$ cat src/rtl/modulo_contador_sync_7_bits_descendente_pkg.sv
// Shared constants for the 7-bit descending counter: width and default reload value.
package modulo_contador_sync_7_bits_descendente_pkg;
  localparam int unsigned CNT_W = 7;
  localparam logic [CNT_W-1:0] RELOAD_DEFAULT = 7'd127;
endpackage

$ cat src/rtl/and_gate_2_inputs.sv
// Two-input AND gate used to build the borrow chain.
module and_gate_2_inputs (
  input  logic a,
  input  logic b,
  output logic y
);
  assign y = a & b;
endmodule

$ cat src/rtl/modulo_ff_t_load_sync.sv
// T flip-flop with synchronous clear, synchronous parallel load and toggle enable.
module modulo_ff_t_load_sync (
  input  logic clock,
  input  logic clear,
  input  logic ld,
  input  logic din,
  input  logic t,
  output logic q
);
  logic q_q;
  logic q_d;

  // Priority below clear: ld > t > hold.
  always_comb begin
    q_d = q_q;
    if (ld) begin
      q_d = din;
    end else if (t) begin
      q_d = ~q_q;
    end
  end

  always_ff @(posedge clock) begin
    if (clear) begin
      q_q <= 1'b0;
    end else begin
      q_q <= q_d;
    end
  end

  assign q = q_q;
endmodule

$ cat src/rtl/modulo_contador_sync_7_bits_descendente.sv
// Synchronous 7-bit down counter from T flip-flops with a chained borrow,
// wrapping to RELOAD_VALUE or saturating at zero.
module modulo_contador_sync_7_bits_descendente
  import modulo_contador_sync_7_bits_descendente_pkg::*;
#(
  parameter logic [CNT_W-1:0] RELOAD_VALUE = RELOAD_DEFAULT
) (
  input  logic             clock,
  input  logic             clear,
  input  logic             load,
  input  logic [CNT_W-1:0] d,
  input  logic             enable,
  input  logic             auto_reload,
  output logic [CNT_W-1:0] q,
  output logic             zero,
  output logic             borrow
);
  logic [CNT_W-1:0] q_w;
  logic [CNT_W-1:0] nq;
  logic [CNT_W-1:0] b;
  logic [CNT_W-1:0] t;
  logic [CNT_W-1:0] din;
  logic             qual;
  logic             count_en;
  logic             ld;

  assign nq   = ~q_w;
  assign b[0] = nq[0];

  // b[i] = b[i-1] & ~q[i]; b[i-1] is the toggle term for bit i.
  for (genvar i = 1; i < CNT_W; i++) begin : g_chain
    and_gate_2_inputs u_and (
      .a (b[i-1]),
      .b (nq[i]),
      .y (b[i])
    );
  end

  assign zero = b[CNT_W-1];
  assign qual = enable & auto_reload & ~load & ~clear;

  and_gate_2_inputs u_borrow (
    .a (zero),
    .b (qual),
    .y (borrow)
  );

  // Toggling is suppressed at zero: the wrap goes through the load path and
  // saturation must not let the all-ones toggle pattern through.
  assign count_en = enable & ~zero;
  assign ld       = load | borrow;
  assign din      = load ? d : RELOAD_VALUE;

  assign t[0] = count_en;
  for (genvar i = 1; i < CNT_W; i++) begin : g_t
    assign t[i] = count_en & b[i-1];
  end

  for (genvar i = 0; i < CNT_W; i++) begin : g_ff
    modulo_ff_t_load_sync u_ff (
      .clock (clock),
      .clear (clear),
      .ld    (ld),
      .din   (din[i]),
      .t     (t[i]),
      .q     (q_w[i])
    );
  end

  assign q = q_w;
endmodule

$ cat config.mk
export PLATFORM = sky130hd
export DESIGN_NAME = modulo_contador_sync_7_bits_descendente
export DESIGN_NICKNAME = d
export VERILOG_FILES = /design/src/rtl/modulo_contador_sync_7_bits_descendente_pkg.sv /design/src/rtl/and_gate_2_inputs.sv /design/src/rtl/modulo_ff_t_load_sync.sv /design/src/rtl/modulo_contador_sync_7_bits_descendente.sv
export SDC_FILE = /design/constraint.sdc
export NUM_CORES = 1
export LEC_CHECK = 0
export CORE_UTILIZATION = 42
export CTS_CLUSTER_SIZE = 40
export DETAILED_ROUTE_END_ITERATION = 12
export HOLD_SLACK_MARGIN = 0.05
export PLACE_DENSITY = 0.77
export SLEW_MARGIN = 20
export SYNTH_ARGS = -nofsm -noshare
export SYNTH_HDL_FRONTEND = slang
export SYNTH_HIERARCHICAL = 1
export SYNTH_SLANG_ARGS = --single-unit
$ cat constraint.sdc
create_clock -name clock -period 2.9 [get_ports clock]
set_input_delay 0.87 -clock clock [delete_from_list [all_inputs] [get_ports clock]]
set_output_delay 0.87 -clock clock [all_outputs]
set_load 0.005 [all_outputs]
== After elaboration in Yosys (flattened, before gate mapping) ==
Cells that the tools add are included.
Widths: inputs -> output; s select.

* Input port bits: 12
* Register bits: 7
* Word-level logic and storage cells: 58
* Output and inout port bits: 9

* Mux-type cells: 15
* Bitwise operators: 29
* Reduce and logical (&&, ||, !) cells: 7

{| class="wikitable"
|+ Operators by type and width
! cell !! count
|-
| $and 1x1->1 || 17
|-
| $mux 1 || 14
|-
| $reduce_bool 2->1 || 7
|-
| $not 1->1 || 10
|-
| $mux 7 || 1
|-
| $not 7->7 || 1
|-
| $or 1x1->1 || 1
|}

== Longest topological paths before layout ==
Gate-level depths: netlist of the first run.

* Depth in word-level cells: 12
* Mapped depth: 11
* Mapped depth without buffers: 11

== Cells and area by module ==
Netlist of the first run, hierarchy kept.

{| class="wikitable"
|+ By module, submodules not included
! module !! cells each !! sequential area each (um^2) !! times used !! area each (um^2)
|-
| modulo_ff_t_load_sync || 5 || 20.0 || 7 || 51.3
|-
| modulo_contador_sync_7_bits_descendente || 23 || 0.0 || 1 || 148.9
|-
| and_gate_2_inputs || 1 || 0.0 || 7 || 6.3
|}

== Least setup slack after synthesis of the first run ==
Ideal clock, no wire load.

* Kind: register to output
* From: register g_ff[0].u_ff.q_q
* To: output borrow
* Buffers on the path: 0
* Stages on the path, launching flop included: 9
* Slack: 489 ps
* Data arrival time: 1541 ps
* Required time: 2030 ps
* Cells stage by stage: dfxtp_1 inv_1 and2_1 and2_1 and2_1 and2_1 and2_1 and2_1 and2_1

* Longest elaborated chain between the ends: 8

{| class="wikitable"
|+ Ends and longest elaborated chain
! element !! line !! text
|-
| start: declaration || modulo_ff_t_load_sync.sv:10 || <nowiki>logic q_q;</nowiki>
|-
| start signal: assignment || modulo_ff_t_load_sync.sv:27 || <nowiki>q_q <= q_d;</nowiki>
|-
| $not 7->7 || modulo_contador_sync_7_bits_descendente.sv:27 || <nowiki>assign nq = ~q_w;</nowiki>
|-
| net b[0] || modulo_contador_sync_7_bits_descendente.sv:20 || <nowiki>logic [CNT_W-1:0] b;</nowiki>
|-
| $and 1x1->1 || and_gate_2_inputs.sv:7 || <nowiki>assign y = a & b;</nowiki>
|-
| net b[1] || modulo_contador_sync_7_bits_descendente.sv:20 ||
|-
| $and 1x1->1 || and_gate_2_inputs.sv:7 ||
|-
| net b[2] || modulo_contador_sync_7_bits_descendente.sv:20 ||
|-
| $and 1x1->1 || and_gate_2_inputs.sv:7 ||
|-
| net b[3] || modulo_contador_sync_7_bits_descendente.sv:20 ||
|-
| $and 1x1->1 || and_gate_2_inputs.sv:7 ||
|-
| net b[4] || modulo_contador_sync_7_bits_descendente.sv:20 ||
|-
| $and 1x1->1 || and_gate_2_inputs.sv:7 ||
|-
| net b[5] || modulo_contador_sync_7_bits_descendente.sv:20 ||
|-
| $and 1x1->1 || and_gate_2_inputs.sv:7 ||
|-
| net zero || modulo_contador_sync_7_bits_descendente.sv:15 || <nowiki>output logic zero,</nowiki>
|-
| $and 1x1->1 || and_gate_2_inputs.sv:7 ||
|-
| end: declaration || modulo_contador_sync_7_bits_descendente.sv:16 || <nowiki>output logic borrow</nowiki>
|}

The timed path passes the listed nets, and every way through them passes these cells.

== Final worst setup path of the first run ==
* From: input clear
* To: output borrow

* Longest elaborated chain between the ends: 3

{| class="wikitable"
|+ Ends and longest elaborated chain
! element !! line !! text
|-
| start: declaration || modulo_contador_sync_7_bits_descendente.sv:9 || <nowiki>input logic clear,</nowiki>
|-
| $not 1->1 || modulo_contador_sync_7_bits_descendente.sv:40 || <nowiki>assign qual = enable & auto_reload & ~load & ~clear;</nowiki>
|-
| $and 1x1->1 || modulo_contador_sync_7_bits_descendente.sv:40 ||
|-
| net qual || modulo_contador_sync_7_bits_descendente.sv:23 || <nowiki>logic qual;</nowiki>
|-
| $and 1x1->1 || and_gate_2_inputs.sv:7 ||
|}

The timed path passes the listed nets, and every way through them passes these cells.

==> flow_metrics.env, run 1 <==
export IMPL_grt_util_met2_pct=30.1
export IMPL_h_tree_depth=1
export IMPL_synth_top_cell_area_share_pct=25.4
export IMPL_final_cell_mix="clkdlybuf4s50_1, inv_1, nor2b_1, xnor2_1, a211oi_2"
export IMPL_busiest_layer="met2"
export IMPL_vias_per_cell=4.65
export IMPL_diodes=0
export IMPL_grt_usage_pct=16.9
export IMPL_grt_met3_usage_pct=0
export IMPL_path_delay_family="buffers and inverters"
export IMPL_final_common_cell="clkdlybuf4s50_1"
export IMPL_ys_seq_area_share_pct=25.4
export IMPL_cts_setup_buffers=0
export IMPL_synth_largest_area_cell="dfxtp_1"
export IMPL_rsz0062_at_grt="no"
export IMPL_power_total_uw=320
export IMPL_synth_area_leaders="dfxtp_1, a211oi_2, xnor2_1"
export IMPL_cp_start_kind="primary input"
export IMPL_netlist_instances=65
export IMPL_synth_compound_gate_area_share_pct=15.9
export IMPL_maxCapViolations=0
export IMPL_min_period_ns=2.86
export IMPL_finalSetupViolations=0
export IMPL_cpMaxStageDelayCell="clkdlybuf4s50_1"
export IMPL_criticalPathCategory="in -> out"
export IMPL_synth_fa_ha_area_share_pct=0
export IMPL_die_h_microns=38.2
export IMPL_synth_area_mux_share_pct=0
export IMPL_synth_warnings=6
export IMPL_holdWs_ns=0.578
export IMPL_globalplace_congestion=0.703
export IMPL_synth_top_family_by_area="simple AND/OR/NAND/NOR gates"
export IMPL_synth_avg_cell_area_sq_um=8.49
export IMPL_r2r_slack_ns=0.64
export IMPL_crit_chain="clkdlybuf4s50_1, and4bb_2, and2_1, dlygate4sd2_1"
export IMPL_ys_types=12
export IMPL_reg2reg_from="g_ff[1].u_ff/q"
export IMPL_cts_tree="done"
export IMPL_cts_hold_buffers_added=0
export IMPL_reg2regPathDepth=11
export IMPL_drt_initial_drc_count=5
export IMPL_die_area_sq_mm=0.00146
export IMPL_drc=0
export IMPL_antenna_found_initial=0
export IMPL_synth_simple_area_share_pct=38.1
export IMPL_via_count=502
export IMPL_grt_max_degree=15
export IMPL_run_status="finished, final reports clean"
export IMPL_netlist_area_sq_um=552
export IMPL_rows=12
export IMPL_hold_end="g_ff[1].u_ff/q"
export IMPL_critPathRequiredTime_ns=2.03
export IMPL_port_buffers=20
export IMPL_start_util_pct=47.7
export IMPL_finalHoldViolCount=0
export IMPL_slew_viol_final=0
export IMPL_grtUsageMet1_pct=20.9
export IMPL_min_from="g_ff[1].u_ff/q"
export IMPL_fin_tns_setup_ns=0
export IMPL_insertion_delay_ns=0.25
export IMPL_synth_xor_xnor_area_share_pct=11.1
export IMPL_final_util_pct=72.6
export IMPL_timing_critical_path_buf_inv=2
export IMPL_ys_seq_elements=7
export IMPL_n_fill_cell=92
export IMPL_grt_pass1_wl_mm=1.71
export IMPL_grt_pass1_vias=431
export IMPL_drive_gt1_share_pct=23.4
export IMPL_crit_fanout=2
export IMPL_hp_class="reg -> reg"
export IMPL_clock_path_buffers=2
export IMPL_routed_wl_mm=1.10
export IMPL_power_density_mw_per_mm2=381
export IMPL_drtPass1Iterations=2
export IMPL_largest_reg_flops=7
export IMPL_p_leak_uw=0.000371
export IMPL_vdd_drop_max_uv=255
export IMPL_coreArea_sq_mm=0.00116
export IMPL_timing_final_crit_share_pct=98.5
export IMPL_instances_no_fill=108
export IMPL_cts_sinks=7
export IMPL_worstHoldPathCells=2
export IMPL_die_w_microns=38.2
export IMPL_clock_skew_ns=0.00195
export IMPL_overflow=0
export IMPL_cp_arrival_ns=1.99
export IMPL_cp_end_kind="output pin"
export IMPL_area_growth_pct=52.2
export IMPL_cts_buffers_inserted=3
export IMPL_worst_pin_slew_ns=0.235
export IMPL_max_freq_mhz=350
export IMPL_routedWlPerCell_microns=10.2
export IMPL_slew_headroom_pct=84.3
export IMPL_pin_count=21
export IMPL_r2r_end="g_ff[1].u_ff/q"
export IMPL_nets=107
export IMPL_root_buffer="clkbuf_4"
export IMPL_ant_nets=0
export IMPL_clk_pin_slew_worst_paths_ns=0.05
export IMPL_dp_cells=104
export IMPL_dp_hpwl_microns=892
export IMPL_synth_nets=77
export IMPL_critPathMaxStageDelay_ns=0.49
-- metrics by stage --
| step | setup WS [ns] | cell area [sq um] |
|---|---|---|
| floorplan | 0.489 | 552 |
| global placement | -0.183 | 807 |
| detailed placement | -0.200 | 807 |
| CTS | 0.00399 | 831 |
| global route | 0.00692 | 840 |
| finish | 0.0437 | 840 |
-- power breakdown --
part           total (uW)  switching [uW]  leakage [uW]  internal (uW)
combinational         117            42.6      0.000297           74.7
clock                87.5            35.0     0.0000150           52.5
sequential            115            7.95     0.0000590            107
-- layout make-up --
class / instances / area, sq um / share of cell area (%)
Inverter: 14 / 52.6 / 6.26
Sequential cell: 7 / 143 / 17.0
Tap cell: 14 / 17.5 / 2.09
Clock buffer: 4 / 26.3 / 3.13
Multi-Input combinational cell: 44 / 367 / 43.7
Timing Repair Buffer: 25 / 234 / 27.9
-- worst max path at each step --
| stage | from | to | depth (start not counted) |
|---|---|---|---|
| floorplan | g_ff[0].u_ff/q | borrow | 8 |
| global placement | enable | borrow | 4 |
| detailed placement | enable | borrow | 4 |
| CTS | g_ff[0].u_ff/q | borrow | 9 |
| global route | clear | borrow | 4 |
| finish | clear | borrow | 4 |
-- layer usage --
| metal | vias up | part of all wire, % |
|---|---|---|
| li1 | 262 | - |
| met1 | 225 | 44 |
| met2 | 15 | 52 |
| met3 | 0 | 3.4 |
| met4 | 0 | 0 |
| met5 | - | 0 |
-- synth_stat cells --
cell,number
inv_1,14
nor2b_1,8
a211oi_2,7
and2_1,7
dfxtp_1,7
xnor2_1,7
and3b_1,5
nand2b_1,5
or2b_1,2
and4bb_2,1
nor3b_1,1
or2_2,1
-- worst reg2reg max path, cell delays in order (launching register included) --
cell and delay, ns:
dfxtp_2 0.34, inv_1 0.03, and2_1 0.13, and2_1 0.16, and2_1 0.16, and2_4 0.16
and2_4 0.15, and2_4 0.16, and2_1 0.15, or2_2 0.38, nor2b_1 0.18, a211oi_2 0.18
-- logic make-up after synthesis --
logic type | Yosys count
and+or+nand+nor | 30
buffers and inverters | 14
DFF | 7
xor gates and xnor gates | 7
AOI/OAI and AO/OA | 7
-- what timing repair did --
item | CTS | global route
gates resized for setup | 4 | 4
hold endpoints to repair | 0 | 0
endpoints found under the setup margin | 2 | 1
Note: power is estimated with default switching activity, not from simulation.
==> run 2, diff against run 1 <==
==> constraint.sdc (replaced) <==
create_clock -name clock -period 2.9 [get_ports clock]
set_input_delay 0.87 -clock clock [delete_from_list [all_inputs] [get_ports clock]]
set_output_delay 0.87 -clock clock [all_outputs]
set_load 0.1 [all_outputs]
==> flow_metrics.env, run 2 (synthesis results as in run 1) <==
export IMPL_run_status="finished, final reports clean"
export IMPL_p_comb_share_pct=48.4
export IMPL_grt_max_degree=15
export IMPL_globalplace_congestion=0.708
export IMPL_overflow=0
export IMPL_multi_input_area_sq_um=364
export IMPL_antenna_found_initial=0
export IMPL_ant_nets=0
export IMPL_clk_pin_slew_worst_paths_ns=0.06
export IMPL_start_util_pct=47.7
export IMPL_finalHoldViolCount=0
export IMPL_finalSetupViolations=0
export IMPL_routedWlPerCell_microns=9.99
export IMPL_vias_per_cell=4.55
export IMPL_routed_wl_mm=1.09
export IMPL_cts_setup_buffers=0
export IMPL_diodes=0
export IMPL_power_density_mw_per_mm2=473
export IMPL_worstHoldPathCells=2
export IMPL_timing_final_crit_share_pct=96.4
export IMPL_p_leak_uw=0.000385
export IMPL_reg2reg_from="g_ff[0].u_ff/q"
export IMPL_drive_gt1_share_pct=35.8
export IMPL_pin_count=21
export IMPL_n_fill_cell=93
export IMPL_cp_arrival_ns=1.93
export IMPL_fin_tns_setup_ns=0
export IMPL_final_util_pct=74.4
export IMPL_criticalPathCategory="reg -> out"
export IMPL_final_cell_mix="inv_1, buf_4, clkdlybuf4s50_1, nor2b_1"
export IMPL_power_total_uw=406
export IMPL_rows=12
export IMPL_via_count=496
export IMPL_slew_headroom_pct=81.5
export IMPL_pwr_share_seq_pct=28.7
export IMPL_reg2regPathDepth=11
export IMPL_die_w_microns=38.2
export IMPL_drtPass1Iterations=4
export IMPL_hp_class="reg -> reg"
export IMPL_maxCapViolations=0
export IMPL_p_sw_share_pct=42.3
export IMPL_die_h_microns=38.2
export IMPL_die_area_sq_mm=0.00146
export IMPL_clock_skew_ns=0.00566
export IMPL_coreArea_sq_mm=0.00116
export IMPL_largest_reg_flops=7
export IMPL_drc=0
export IMPL_crit_fanout=5
export IMPL_max_freq_mhz=358
export IMPL_min_period_ns=2.80
export IMPL_r2r_slack_ns=0.57
export IMPL_root_buffer="clkbuf_4"
export IMPL_min_from="g_ff[4].u_ff/q"
export IMPL_insertion_delay_ns=0.26
export IMPL_holdWs_ns=0.574
export IMPL_vdd_drop_max_uv=250
export IMPL_grt_pass1_wl_mm=1.78
export IMPL_clock_path_buffers=2
export IMPL_nets=108
export IMPL_dp_hpwl_microns=821
export IMPL_cts_hold_buffers_added=0
export IMPL_cp_start_kind="flip-flop"
export IMPL_cts_sinks=7
export IMPL_cts_buffers_inserted=3
export IMPL_p_int_uw=235
export IMPL_final_common_cell="inv_1"
export IMPL_drt_initial_drc_count=16
export IMPL_regArea_sq_um=151
export IMPL_cp_end_kind="output pin"
export IMPL_switchingPower_uw=172
export IMPL_worst_pin_slew_ns=0.279
export IMPL_area_growth_pct=55.8
export IMPL_cts_repair_resized=0
export IMPL_rsz0062_at_grt="no"
export IMPL_grt_pass1_vias=443
export IMPL_finalInstanceArea_sq_um=860
export IMPL_grt_usage_pct=18.2
export IMPL_port_buffers=20
export IMPL_cts_tree="done"
export IMPL_slew_viol_final=0
export IMPL_place_area_sq_um=811
export IMPL_h_tree_depth=1
export IMPL_p_clk_share_pct=22.9
export IMPL_critPathRequiredTime_ns=2.03
export IMPL_r2r_end="g_ff[3].u_ff/q"
export IMPL_hold_end="g_ff[4].u_ff/q"
## run 2: cell count changes in the layout (fill, tap and decap cells not counted), moves of 2 or more
| cell | previous run | this run |
|---|---|---|
| buf_4 | 5 | 13 |
| clkdlybuf4s50_1 | 17 | 11 |
| dfxtp_1 | 5 | 2 |
| dlygate4sd2_1 | 3 | 0 |
| buf_12 | 0 | 2 |
| dfxtp_4 | 0 | 2 |
## run 2: area by class of cell
cell class / instances / area share (%)
clock buffers: 4 / 3.06
inverters: 14 / 6.11
multi-input cells: 44 / 42.4
flip-flops and latches: 7 / 17.6
well taps: 14 / 2.04
repair buffers: 26 / 28.8
## run 2: worst max-delay path, stage by stage, from the launching register on
cell and delay [ns]:
dfxtp_4 0.36, inv_1 0.03, and2_1 0.15, and2_1 0.16, and2_1 0.16, and2_1 0.16
and2_1 0.17, and2_4 0.16, and2_4 0.16, buf_12 0.16
## run 2: power groups by stage
stage	logic [uW]	clock network [uW]	registers [uW]
3_5_place_dp	192	0	119
4_1_cts	193	95.0	117
3_3_place_gp	191	0	118
6_report	197	92.9	117
2_1_floorplan	69.2	0	191
5_1_grt	207	102	118
## run 2: worst max path at each step
stage	start	end	cells after the start
finish	g_ff[0].u_ff/q	borrow	9
global route	g_ff[0].u_ff/q	borrow	9
CTS	g_ff[0].u_ff/q	borrow	9
detailed placement	clear	borrow	4
global placement	clear	borrow	4
floorplan	g_ff[0].u_ff/q	borrow	8
## run 2: routing by layer
metal,part of all wire (%),track usage (%),wire (microns)
met1,45,20.4,493
met4,0.55,5.36,6
met2,49,31.4,533
met5,0,0,0
met3,5.1,6.98,56
## run 2: metrics by stage
stage	setup slack [ns]	std cells
finish	0.103	109
detailed placement	0.137	102
global route	0.0102	109
floorplan	0.128	65
global placement	0.136	102
CTS	0.0384	106
==> run 3, diff against run 2 <==
--- a/config.mk
+++ b/config.mk
@@ -8,6 +8,7 @@
 export CORE_UTILIZATION = 42
 export CTS_CLUSTER_SIZE = 40
 export DETAILED_ROUTE_END_ITERATION = 12
+export GPL_TIMING_DRIVEN = 0
 export HOLD_SLACK_MARGIN = 0.05
 export PLACE_DENSITY = 0.77
 export SLEW_MARGIN = 20
==> flow_metrics.env, run 3 (synthesis results as in run 1) <==
export IMPL_fin_ws_ns=0.0951
export IMPL_finalSetupViolations=0
export IMPL_start_util_pct=47.7
export IMPL_p_clk_share_pct=22.2
export IMPL_rows=12
export IMPL_drc=0
export IMPL_dp_hpwl_microns=787
export IMPL_min_period_ns=2.80
export IMPL_grt_usage_pct=18.1
export IMPL_min_from="g_ff[4].u_ff/q"
export IMPL_slew_headroom_pct=34.8
export IMPL_r2r_slack_ns=0.56
export IMPL_insertion_delay_ns=0.25
export IMPL_pwr_share_seq_pct=29.6
export IMPL_drtPass1Iterations=2
export IMPL_pin_count=21
export IMPL_hold_end="g_ff[4].u_ff/q"
export IMPL_vias_per_cell=4.64
export IMPL_cts_buffers_inserted=3
export IMPL_ant_nets=0
export IMPL_slew_viol_final=0
export IMPL_overflow=0
export IMPL_n_fill_cell=108
export IMPL_r2r_end="g_ff[0].u_ff/q"
export IMPL_root_buffer="clkbuf_4"
export IMPL_reg2reg_from="g_ff[0].u_ff/q"
export IMPL_final_common_cell="clkdlybuf4s50_1"
export IMPL_worstHoldPathCells=2
export IMPL_largest_reg_flops=7
export IMPL_grt_pass1_wl_mm=1.69
export IMPL_finalHoldViolCount=0
export IMPL_reg2regPathDepth=11
export IMPL_dpl_worst_slack_ns=-1.11
export IMPL_die_h_microns=38.2
export IMPL_vdd_drop_max_uv=251
export IMPL_max_freq_mhz=357
export IMPL_drive_gt1_share_pct=25.6
export IMPL_coreArea_sq_mm=0.00116
export IMPL_crit_fanout=8
export IMPL_timing_final_crit_share_pct=96.7
export IMPL_diodes=0
export IMPL_switchingPower_uw=165
export IMPL_regArea_sq_um=151
export IMPL_clk_pin_slew_worst_paths_ns=0.05
export IMPL_routedWlPerCell_microns=10.2
export IMPL_p_sw_share_pct=41.9
export IMPL_p_leak_uw=0.000352
export IMPL_cts_sinks=7
export IMPL_grt_pass1_vias=422
export IMPL_clock_skew_ns=0.000428
export IMPL_port_buffers=20
export IMPL_drt_initial_drc_count=3
export IMPL_antenna_found_initial=0
export IMPL_criticalPathCategory="in -> out"
export IMPL_grt_max_degree=15
export IMPL_cp_end_kind="output pin"
export IMPL_holdWs_ns=0.572
export IMPL_p_comb_share_pct=48.2
export IMPL_maxCapViolations=0
export IMPL_hp_class="reg -> reg"
export IMPL_via_count=483
export IMPL_cp_start_kind="primary input"
export IMPL_h_tree_depth=1
export IMPL_p_int_uw=229
export IMPL_worst_pin_slew_ns=0.976
export IMPL_routed_wl_mm=1.07
export IMPL_run_status="finished, final reports clean"
export IMPL_cts_tree="done"
export IMPL_rsz0062_at_grt="no"
export IMPL_power_density_mw_per_mm2=478
export IMPL_die_w_microns=38.2
export IMPL_final_cell_mix="clkdlybuf4s50_1, inv_1, nor2b_1, xnor2_1, a211oi_2"
export IMPL_cp_arrival_ns=1.93
export IMPL_nets=103
export IMPL_critPathRequiredTime_ns=2.03
export IMPL_clock_path_buffers=2
export IMPL_die_area_sq_mm=0.00146
export IMPL_multi_input_area_sq_um=367
export IMPL_area_growth_pct=49.7
export IMPL_globalplace_congestion=0.693
-- run 3: cell count changes in the layout (fill, tap and decap cells not counted), sizes merged --
| cell | before | now |
|---|---|---|
| clkdlybuf4s50 | 11 | 15 |
| clkbuf | 4 | 5 |
| dlygate4sd2 | 0 | 3 |
| buf | 15 | 2 |
-- run 3: area by class of cell --
type	count	area share [%]
flip-flops and latches	7	18.3
well taps	14	2.12
clock buffers	4	3.18
multi-input cells	44	44.4
inverters	14	6.36
repair buffers	21	25.6
-- run 3: critical path: stages --
cell and delay (ns):
dlygate4sd2_1 0.47, and4bb_2 0.29, and2_4 0.14, buf_12 0.16
-- run 3: layer usage --
| layer | vias to the layer above | routed length [microns] | track usage, % | part of all wire, % |
|---|---|---|---|---|
| met5 | - | 0 | 0 | 0 |
| met4 | 0 | 0 | 13.4 | 0 |
| met2 | 12 | 553 | 26.7 | 52 |
| li1 | 255 | - | - | - |
| met3 | 0 | 40 | 6.98 | 3.8 |
| met1 | 216 | 471 | 20.9 | 44 |
-- run 3: how the worst max path moves through the flow --
stage,from,to,cells after the start,slack (ns)
4_1_cts,g_ff[0].u_ff/q,zero,8,0.01
6_report,clear,borrow,4,0.1
3_3_place_gp,clear,borrow,4,-1.10
3_5_place_dp,clear,borrow,4,-1.11
2_1_floorplan,g_ff[0].u_ff/q,borrow,8,0.13
5_1_grt,g_ff[0].u_ff/q,borrow,9,0.01
-- run 3: repair_timing --
action | CTS | global route
pin swaps | 0 | 1
hold buffers | 0 | 0
endpoints found under the hold margin | 0 | 0
resized for setup | 15 | 4
setup endpoints to repair | 2 | 2
setup buffers | 0 | 1
-- run 3: power groups by stage --
stage / combinational, uW / clock [uW] / sequential (uW)
after floorplan: 69.2 / 0 / 191
after global placement: 188 / 0 / 118
after detailed placement: 190 / 0 / 119
after CTS: 188 / 92.7 / 117
after global routing: 201 / 101 / 118
final: 190 / 87.7 / 117
-- run 3: metrics by stage --
stage / area (sq um) / setup TNS (ns) / total power (uW) / util [%] / cells
2_1_floorplan: 568 / 0 / 260 / - / 65
3_3_place_gp: 786 / -1.47 / 306 / 68.0 / 99
3_5_place_dp: 786 / -1.53 / 308 / 68.0 / 99
4_1_cts: 805 / 0 / 397 / 69.6 / 103
5_1_grt: 826 / 0 / 419 / 71.4 / 104
6_report: 826 / 0 / 394 / 71.4 / 104
